==> config.mk <==
export PLATFORM = sky130hd
export DESIGN_NAME = mem_port_arbiter
export DESIGN_NICKNAME = d
export VERILOG_FILES = /design/src/rtl/mem_port_arbiter.sv
export SDC_FILE = /design/constraint.sdc
export NUM_CORES = 1
export LEC_CHECK = 0
export ABC_AREA = 1
export BUFFER_PORTS_ARGS = -buffer_cell sky130_fd_sc_hd__buf_4
export CAP_MARGIN = 20
export CORE_AREA = 5 5 105 107
export CTS_CLUSTER_DIAMETER = 30
export DETAILED_ROUTE_END_ITERATION = 8
export DIE_AREA = 0 0 110 112
export PLACE_DENSITY_LB_ADDON = 0.15
export SETUP_SLACK_MARGIN = 0.4
export SYNTH_ARGS = -nofsm -noshare
export SYNTH_HDL_FRONTEND = slang
export SYNTH_SLANG_ARGS = --single-unit
==> constraint.sdc <==
create_clock -name clk_i -period 3.4 [get_ports clk_i]
set_input_delay 0 -clock clk_i [delete_from_list [all_inputs] [get_ports clk_i]]
set_output_delay 0 -clock clk_i [all_outputs]
set_load 0.02 [all_outputs]
==> src/rtl/mem_port_arbiter.sv <==
// rtl/mem_port_arbiter.sv - single-port RAM arbiter between fetch and data load/store
// Data wins by default; fetch is forced through after STARVE_LIMIT lost cycles.
module mem_port_arbiter #(
  parameter int ADDR_WIDTH   = 32,
  parameter int DATA_WIDTH   = 32,
  parameter int RD_LATENCY   = 1,
  parameter int STARVE_LIMIT = 4
) (
  input  logic                    clk_i,
  input  logic                    rst_i,
  input  logic                    flush_i,
  input  logic                    if_req_i,
  input  logic [ADDR_WIDTH-1:0]   if_addr_i,
  output logic                    if_gnt_o,
  output logic                    if_rvalid_o,
  output logic [DATA_WIDTH-1:0]   if_rdata_o,
  output logic                    if_stallreq_o,
  input  logic                    d_req_i,
  input  logic                    d_we_i,
  input  logic [DATA_WIDTH/8-1:0] d_be_i,
  input  logic [ADDR_WIDTH-1:0]   d_addr_i,
  input  logic [DATA_WIDTH-1:0]   d_wdata_i,
  output logic                    d_gnt_o,
  output logic                    d_rvalid_o,
  output logic [DATA_WIDTH-1:0]   d_rdata_o,
  output logic                    d_stallreq_o,
  output logic                    ram_ce_o,
  output logic                    ram_we_o,
  output logic [DATA_WIDTH/8-1:0] ram_be_o,
  output logic [ADDR_WIDTH-1:0]   ram_addr_o,
  output logic [DATA_WIDTH-1:0]   ram_wdata_o,
  input  logic [DATA_WIDTH-1:0]   ram_rdata_i
);

  localparam int BE_WIDTH  = DATA_WIDTH / 8;
  localparam int CNT_WIDTH = $clog2(STARVE_LIMIT + 1);
  localparam logic [CNT_WIDTH-1:0] CNT_MAX = CNT_WIDTH'(STARVE_LIMIT);
  localparam int LAST = RD_LATENCY - 1;

  logic [CNT_WIDTH-1:0]  starve_cnt;
  logic [RD_LATENCY-1:0] tag_valid;
  logic [RD_LATENCY-1:0] tag_data;
  logic [RD_LATENCY-1:0] tag_squash;
  logic                  force_if;
  logic                  if_win;
  logic                  d_win;
  logic                  rd_grant;

  // Grants are gated by reset so every output reads 0 while rst_i is low.
  assign force_if = if_req_i & (starve_cnt == CNT_MAX);
  assign if_win   = rst_i & (force_if | (if_req_i & ~d_req_i));
  assign d_win    = rst_i & d_req_i & ~if_win;
  assign rd_grant = if_win | (d_win & ~d_we_i);

  assign if_gnt_o      = if_win;
  assign d_gnt_o       = d_win;
  assign if_stallreq_o = rst_i & if_req_i & ~if_win;
  assign d_stallreq_o  = rst_i & d_req_i & ~d_win;

  always_ff @(posedge clk_i or negedge rst_i) begin
    if (!rst_i) begin
      starve_cnt <= '0;
    end else if (if_req_i & ~if_win) begin
      if (starve_cnt != CNT_MAX) begin
        starve_cnt <= starve_cnt + CNT_WIDTH'(1);
      end
    end else begin
      starve_cnt <= '0;
    end
  end

  // Tag stage i holds the read issued i+1 edges ago; tag_data=1 marks a data-port owner.
  always_ff @(posedge clk_i or negedge rst_i) begin
    if (!rst_i) begin
      tag_valid  <= '0;
      tag_data   <= '0;
      tag_squash <= '0;
    end else begin
      tag_valid[0]  <= rd_grant;
      tag_data[0]   <= d_win;
      tag_squash[0] <= if_win & flush_i;
      for (int i = 1; i < RD_LATENCY; i++) begin
        tag_valid[i]  <= tag_valid[i-1];
        tag_data[i]   <= tag_data[i-1];
        tag_squash[i] <= tag_squash[i-1] | (flush_i & ~tag_data[i-1]);
      end
    end
  end

  // A flush in the return cycle also kills the fetch being returned right now.
  assign d_rvalid_o  = tag_valid[LAST] & tag_data[LAST];
  assign if_rvalid_o = tag_valid[LAST] & ~tag_data[LAST] & ~tag_squash[LAST] & ~flush_i;
  assign d_rdata_o   = d_rvalid_o  ? ram_rdata_i : '0;
  assign if_rdata_o  = if_rvalid_o ? ram_rdata_i : '0;

  always_comb begin
    ram_ce_o    = 1'b0;
    ram_we_o    = 1'b0;
    ram_be_o    = '0;
    ram_addr_o  = '0;
    ram_wdata_o = '0;
    if (if_win) begin
      ram_ce_o   = 1'b1;
      ram_be_o   = {BE_WIDTH{1'b1}};
      ram_addr_o = if_addr_i;
    end else if (d_win) begin
      ram_ce_o    = 1'b1;
      ram_we_o    = d_we_i;
      ram_be_o    = d_be_i;
      ram_addr_o  = d_addr_i;
      ram_wdata_o = d_wdata_i;
    end
  end

endmodule
* Word-level counts from Yosys, hierarchy flattened
Cells that the tools add are included.
Operators by class: add/subtract/negate cells 1, multipliers 0, div/mod/pow operators 0, order comparisons 0, equality and inequality tests 3, shifts and indexed selects 0, mux-type cells 14, bitwise operators 24, reductions and logical operators 0
Operators by type and width (number):
- $mux 32 | 6
- $and 1x1->1 | 15
- $mux 4 | 2
- $not 1->1 | 7
- $mux 3 | 2
- $mux 1 | 4
- $add 3x1->3 const B | 1
- $eq 3x3->1 const B | 1
- $ne 3x3->1 const B | 1
- $ne 2x1->1 const B | 1
- $or 1x1->1 | 2
Storage, ports and cells: register bits 6, latch bits 0, RAM bits 0, bits in read-only memories 0, input bits 138, output and inout bits 140, word-level logic and storage cells 46, memories 0

* Depth between registers and ports, before layout
Gate-level depths: netlist (run 1).
word-level depth 8, gate-level depth with buffers 8

* Worst setup path before layout (run 1)
OpenSTA, ideal clock, no wires.
path type register to output, start reg starve_cnt[0], end out ram_wdata_o[11], arrival 1.369 ns, required time 3.400 ns, slack 2.031 ns, cell stages (with the launch flop) 9, path buffers 1, cell sequence dfrtp_1 -> inv_1 -> ha_1 -> nand2_4 -> nand2_2 -> nand2_2 -> nand2_4 -> buf_6 -> nor2_1
On the way: word-level cells in the longest chain between the ends 8
RTL lines:
- start, declared | line 40 | logic [CNT_WIDTH-1:0] starve_cnt;
- start signal, assigned | line 65 | starve_cnt <= starve_cnt + CNT_WIDTH'(1);
- $eq 3x3->1 * | line 50 | assign force_if = if_req_i & (starve_cnt == CNT_MAX);
- $and 1x1->1 * | line 50
- $or 1x1->1 * | line 51 | assign if_win = rst_i & (force_if | (if_req_i & ~d_req_i));
- $and 1x1->1 * | line 51
- $not 1->1 | line 52 | assign d_win = rst_i & d_req_i & ~if_win;
- $and 1x1->1 | line 52
- $mux 32 | line 106 | end else if (d_win) begin
- $mux 32 * | line 102 | if (if_win) begin
- end, declared | line 31 | output logic [DATA_WIDTH-1:0] ram_wdata_o,
Mark *: on every way between the ends. The rest lies on a longest branch, timed or not.

* Worst setup path after layout (run 1)
start in rst_i, end out d_gnt_o
On the way: word-level cells in the longest chain between the ends 3
RTL lines:
- start, declared | line 10 | input logic rst_i,
- $and 1x1->1 | line 51
- $not 1->1 | line 52
- $and 1x1->1 * | line 52
- end, declared | line 23 | output logic d_gnt_o,
Marks and branches as above.

==> flow_metrics.env, run 1 <==
export IMPL_clockBufferDepth=2
export IMPL_hpwl_mm=7.95
export IMPL_clk_latency_ns=0.22
export IMPL_crit_required_ns=3.40
export IMPL_cts_setup_buffers=0
export IMPL_worst_slack_ns=1.27
export IMPL_worst_clock_skew_ns=0.000170
export IMPL_ys_flop_type="dfrtp_1"
export IMPL_syn_inst=330
export IMPL_synth_most_common_cell="nor2_1"
export IMPL_routabilityCongestion=0.779
export IMPL_slew_viol_final=0
export IMPL_start_kind="input port"
export IMPL_crit_family="buffers and inverters"
export IMPL_nets=738
export IMPL_ys_types=17
export IMPL_synth_top_family_by_area="simple AND/OR/NAND/NOR gates"
export IMPL_synth_area_top_cells="nor2_1 20%, inv_1 17%, nand2_1 17%"
export IMPL_worstSetupPathType="in -> out"
export IMPL_total_power_uw=650
export IMPL_wl_per_cell_um=12.5
export IMPL_cts_sinks=6
export IMPL_ant_nets=0
export IMPL_antenna_found_initial=0
export IMPL_path_clk_slew_ns=0.03
export IMPL_worstPathMaxFanout=37
export IMPL_grt_pass1_vias=2711
export IMPL_dp_cells=726
export IMPL_die_width_um=110
export IMPL_first_pass_iters=4
export IMPL_final_util_pct=38.2
export IMPL_cts_hold_buffers=2
export IMPL_final_setup_tns_ns=0
export IMPL_dieArea_um2=12300
export IMPL_synth_top_area_share_pct=20.2
export IMPL_cts_resized=0
export IMPL_muxShareOfSynthArea_pct=0
export IMPL_ir_worst_vdd_mv=0.0597
export IMPL_cts_tree="yes"
export IMPL_cts_max_level=1
export IMPL_ys_warn_count=0
export IMPL_synth_compound_area_share_pct=1.33
export IMPL_hold_viol=0
export IMPL_drive_gt1_share_pct=53.0
export IMPL_synth_edf_count=0
export IMPL_stdcell_count=732
export IMPL_final_period_utilization_pct=62.7
export IMPL_vias=2793
export IMPL_synth_simple_area_share_pct=61.0
export IMPL_grt_pass1_wl_mm=13.2
export IMPL_worst_pin_slew_ns=0.883
export IMPL_status="finished, final reports clean"
export IMPL_fin_area_um2=3840
export IMPL_synth_top_cells_by_count="86 x nor2_1, 74 x inv_1, 74 x nand2_1"
export IMPL_cts_buffers=3
export IMPL_ys_async_sr_fraction_pct=100
export IMPL_io_pins=278
export IMPL_synth_adder_area_share_pct=1.57
export IMPL_area_delta_synth_final_pct=140
export IMPL_die_y_um=112
export IMPL_remaining_drc_errors=0
export IMPL_drv_cap=0
export IMPL_start_util_pct=15.9
export IMPL_max_freq_mhz=469
export IMPL_pre_cts_ws_ns=1.50
export IMPL_cts_root_buffer="clkbuf_8"
export IMPL_r2r_start="starve_cnt[0]"
export IMPL_fill_cells=1095
export IMPL_wl_mm=9.15
export IMPL_netlist_area_um2=1600
export IMPL_vias_per_cell=3.82
export IMPL_coreArea_um2=10000
export IMPL_ys_seq_elements=6
export IMPL_slew_headroom_pct=41.0
export IMPL_power_per_cell_area_nw_per_um2=169
export IMPL_arrival_ns=2.13
export IMPL_rsz0062_at_grt="false"
export IMPL_hp_start="flush_i"
export IMPL_cp_slowest_stage_delay_ns=0.58
export IMPL_finalCriticalPeriod_ns=2.13
export IMPL_synth_avg_cell_area_um2=4.84
export IMPL_dpl_cell_area_um2=3750
export IMPL_diodes=0
export IMPL_rows=37
export IMPL_fin_hold_ws_ns=0.0263
export IMPL_cp_end_kind="output pin"
export IMPL_crit_start="rst_i"
export IMPL_cp_common_cell="buf_4"
export IMPL_hold_path_class="in -> reg"
export IMPL_grt_overflow=0
export IMPL_synth_xor_area_share_pct=0.548
export IMPL_yosysSeqAreaShare_pct=9.40
export IMPL_crit_buf_inv=5
export IMPL_final_setup_viol_count=0
export IMPL_io_buffers=277
export IMPL_yosys_area_top_type="nor2_1"
export IMPL_slowest_stage="nand2_4"
export IMPL_drtIter0Drc=95
export IMPL_grt_start_max_net_pins=38
export IMPL_crit_chain="dlygate4sd3_1 > buf_4 > nand2_2 > clkinv_2 > nand2_4 > inv_1 > buf_4"
export IMPL_grt_usage_pct=13.4
export IMPL_synth_nets=470
export IMPL_p_leak_nw=2.54
[layout make-up]
type	count	area, um^2	area share [%]
clock buffers	3	41.3	1.08
multi-input cells	230	1030	26.8
well taps	136	170	4.44
repair buffers	282	2160	56.4
inverters	75	283	7.37
flip-flops and latches	6	150	3.91
[path summary, 6_finish.rpt]
path                       slack, ns       endpoint  depth (start not counted)
setup / recovery                1.27        d_gnt_o                          7
hold / removal                  0.03     tag_squash                          3
setup reg to reg                1.64       tag_data                          7
hold reg to reg                 0.65  starve_cnt[1]                          4
max in group asynchronous       3.13       tag_data                          2
min in group asynchronous       0.15  starve_cnt[0]                          2
[metal layers]
metal,share of wire [%],global-route usage [%]
met3,13,4.52
met4,1.7,4.07
met1,30,11.4
met2,55,27.9
met5,0,0
[power by group]
group          total, mW  switching [mW]  internal, mW  leakage, nW
sequential        0.0845         0.00573        0.0787       0.0794
combinational      0.463           0.237         0.226         2.44
clock              0.103          0.0270        0.0757       0.0216
[tightest hold or removal path, cell delays in order]
cell and delay [ns]:
buf_4 0.08, inv_1 0.04, nor2_1 0.08
[registers in the layout, indices dropped and copies added, names as in the netlist]
signal      flops
starve_cnt      3
tag_data        1
tag_squash      1
tag_valid       1
[cell usage in the layout (no fill, tap or decap)]
cell and n:
nand2_4 2, nand2_1 74, ha_1 2, clkbuf_8 3, buf_16 2, nor2_2 20
xor2_1 1, o21ai_0 1, clkinv_2 1, nand2_2 9, buf_4 278, nand3_1 34
dlygate4sd3_1 2, a21oi_4 1, nor2_1 86, dfrtp_1 6, inv_1 74
[cells by family after synthesis]
group | after synthesis
AO/OA/AOI/OAI | 2
XOR/XNOR | 1
flip-flops | 6
adder cells (fa/ha/maj) | 2
AND/OR/NAND/NOR | 225
buffers and inverters | 94
Power figures use the tool's default switching activity.
==> inputs of run 2 (changes only) <==
==> constraint.sdc (replaced) <==
create_clock -name clk_i -period 2.11 [get_ports clk_i]
set_input_delay 0 -clock clk_i [delete_from_list [all_inputs] [get_ports clk_i]]
set_output_delay 0 -clock clk_i [all_outputs]
set_load 0.02 [all_outputs]
==> flow_metrics.env, run 2 (same netlist as run 1, synthesis figures left out) <==
export IMPL_final_period_utilization_pct=77.0
export IMPL_arrival_ns=1.62
export IMPL_die_y_um=112
export IMPL_cts_tree="yes"
export IMPL_p_leak_nw=2.56
export IMPL_ir_worst_vdd_mv=0.101
export IMPL_drive_gt1_share_pct=53.7
export IMPL_multi_input_area_um2=1080
export IMPL_layout_commonest_cell="buf_4"
export IMPL_crit_required_ns=2.11
export IMPL_path_clk_slew_ns=0.04
export IMPL_remaining_drc_errors=0
export IMPL_regMostFlops="starve_cnt"
export IMPL_hold_path_class="in -> reg"
export IMPL_cts_buffers=3
export IMPL_largest_reg_flops=3
export IMPL_start_util_pct=15.9
export IMPL_p_int_uw=628
export IMPL_seq_area_um2=150
export IMPL_cp_end_kind="output pin"
export IMPL_clockBufferDepth=2
export IMPL_cts_max_level=1
export IMPL_slew_viol_final=0
export IMPL_hold_viol=0
export IMPL_vias_per_cell=3.91
export IMPL_nets=742
export IMPL_grt_pass1_wl_mm=13.7
export IMPL_wl_mm=9.50
export IMPL_finalCriticalPeriod_ns=1.62
export IMPL_p_comb_share_pct=71.9
export IMPL_fill_cells=1087
export IMPL_clkPwrFrac_pct=15.5
export IMPL_area_delta_synth_final_pct=145
export IMPL_diodes=0
export IMPL_first_pass_iters=4
export IMPL_cts_setup_buffers=0
export IMPL_drv_cap=0
export IMPL_drtIter0Drc=121
export IMPL_die_width_um=110
export IMPL_cts_root_buffer="clkbuf_8"
export IMPL_final_cell_mix="280 x buf_4, 86 x nor2_1, 74 x nand2_1"
export IMPL_pre_cts_ws_ns=0.440
export IMPL_grt_start_max_net_pins=37
export IMPL_power_per_cell_area_nw_per_um2=276
export IMPL_rows=37
export IMPL_slew_headroom_pct=74.5
export IMPL_switching_share_pct=41.8
export IMPL_seqPwrFrac_pct=12.6
export IMPL_worstSetupPathType="reg -> out"
export IMPL_vias=2881
export IMPL_max_freq_mhz=616
export IMPL_final_setup_tns_ns=0
export IMPL_grt_overflow=0
export IMPL_worstPathMaxFanout=17
export IMPL_coreArea_um2=10000
export IMPL_hpwl_mm=7.88
export IMPL_wl_per_cell_um=12.9
export IMPL_antenna_found_initial=0
export IMPL_final_setup_viol_count=0
export IMPL_io_buffers=277
export IMPL_grt_usage_pct=14.0
export IMPL_status="finished, final reports clean"
export IMPL_cts_sinks=6
export IMPL_routabilityCongestion=0.799
export IMPL_worst_slack_ns=0.485
export IMPL_clk_latency_ns=0.22
export IMPL_io_pins=278
export IMPL_grt_pass1_vias=2721
export IMPL_dieArea_um2=12300
export IMPL_p_sw_uw=451
export IMPL_ant_nets=0
export IMPL_start_kind="register"
export IMPL_rsz0062_at_grt="true"
export IMPL_worst_pin_slew_ns=0.382
export IMPL_worst_clock_skew_ns=0.000579
-- run 2: changes by cell type in the layout (fill, tap and decap cells not counted), sizes merged --
cell and delta:
nand2 +1, buf +3
-- run 2: metrics by stage --
step | utilization (%) | hold WS, ns | cell area, um^2 | cells | power [mW]
after CTS | 38.7 | 0.0284 | 3880 | 736 | 1.08
after global routing | 39.0 | 0.0387 | 3920 | 736 | 1.16
final | 39.0 | 0.0321 | 3920 | 736 | 1.08
after detailed placement | 37.3 | -0.176 | 3750 | 729 | 0.883
after global placement | 37.3 | -0.179 | 3750 | 729 | 0.879
after floorplan | - | -0.296 | 1600 | 330 | 0.488
-- run 2: power groups by stage --
stage | Sequential (mW) | Combinational (mW) | Clock [mW]
final | 0.136 | 0.776 | 0.168
after global routing | 0.137 | 0.843 | 0.179
after CTS | 0.136 | 0.771 | 0.173
after detailed placement | 0.137 | 0.746 | 0
after global placement | 0.136 | 0.742 | 0
after floorplan | 0.135 | 0.353 | 0
-- run 2: what timing repair did --
action                                 in CTS  in global routing
endpoints found under the hold margin       7                  0
gates resized for setup                     8                  6
cloned                                      2                  0
setup endpoints to repair                  71                 61
pin swaps                                   1                  1
hold buffers                                2                  0
-- run 2: cell type report --
class | count | area share (%)
well taps | 136 | 4.35
inverters | 75 | 7.22
repair buffers | 285 | 55.9
multi-input cells | 231 | 27.6
flip-flops and latches | 6 | 3.84
clock buffers | 3 | 1.05
-- run 2: worst paths after layout --
kind | startpoint | cells past startpoint | endpoint | slack (ns)
worst max register to register | starve_cnt[1] | 8 | starve_cnt[0] | 0.76
worst max-delay path | starve_cnt[1] | 8 | ram_wdata_o[5] | 0.49
min in group asynchronous | rst_i | 2 | starve_cnt[1] | 0.21
worst min register to register | starve_cnt[1] | 4 | starve_cnt[1] | 0.63
max in group asynchronous | rst_i | 2 | tag_valid | 1.69
worst min-delay path | flush_i | 3 | tag_squash | 0.03
-- run 2: critical path, cell delays in order, from the launching register on --
cell,delay (ns)
dfrtp_1,0.38
inv_1,0.11
ha_4,0.16
nand2_4,0.08
nand2_4,0.10
nand2_8,0.09
nand2_4,0.26
nor2_2,0.05
buf_4,0.16
-- run 2: layer usage --
metal / GRT usage (%) / wire, um
met1: 13.0 / 2880
met2: 28.3 / 5370
met3: 3.77 / 1070
met4: 4.16 / 176
met5: 0 / 0
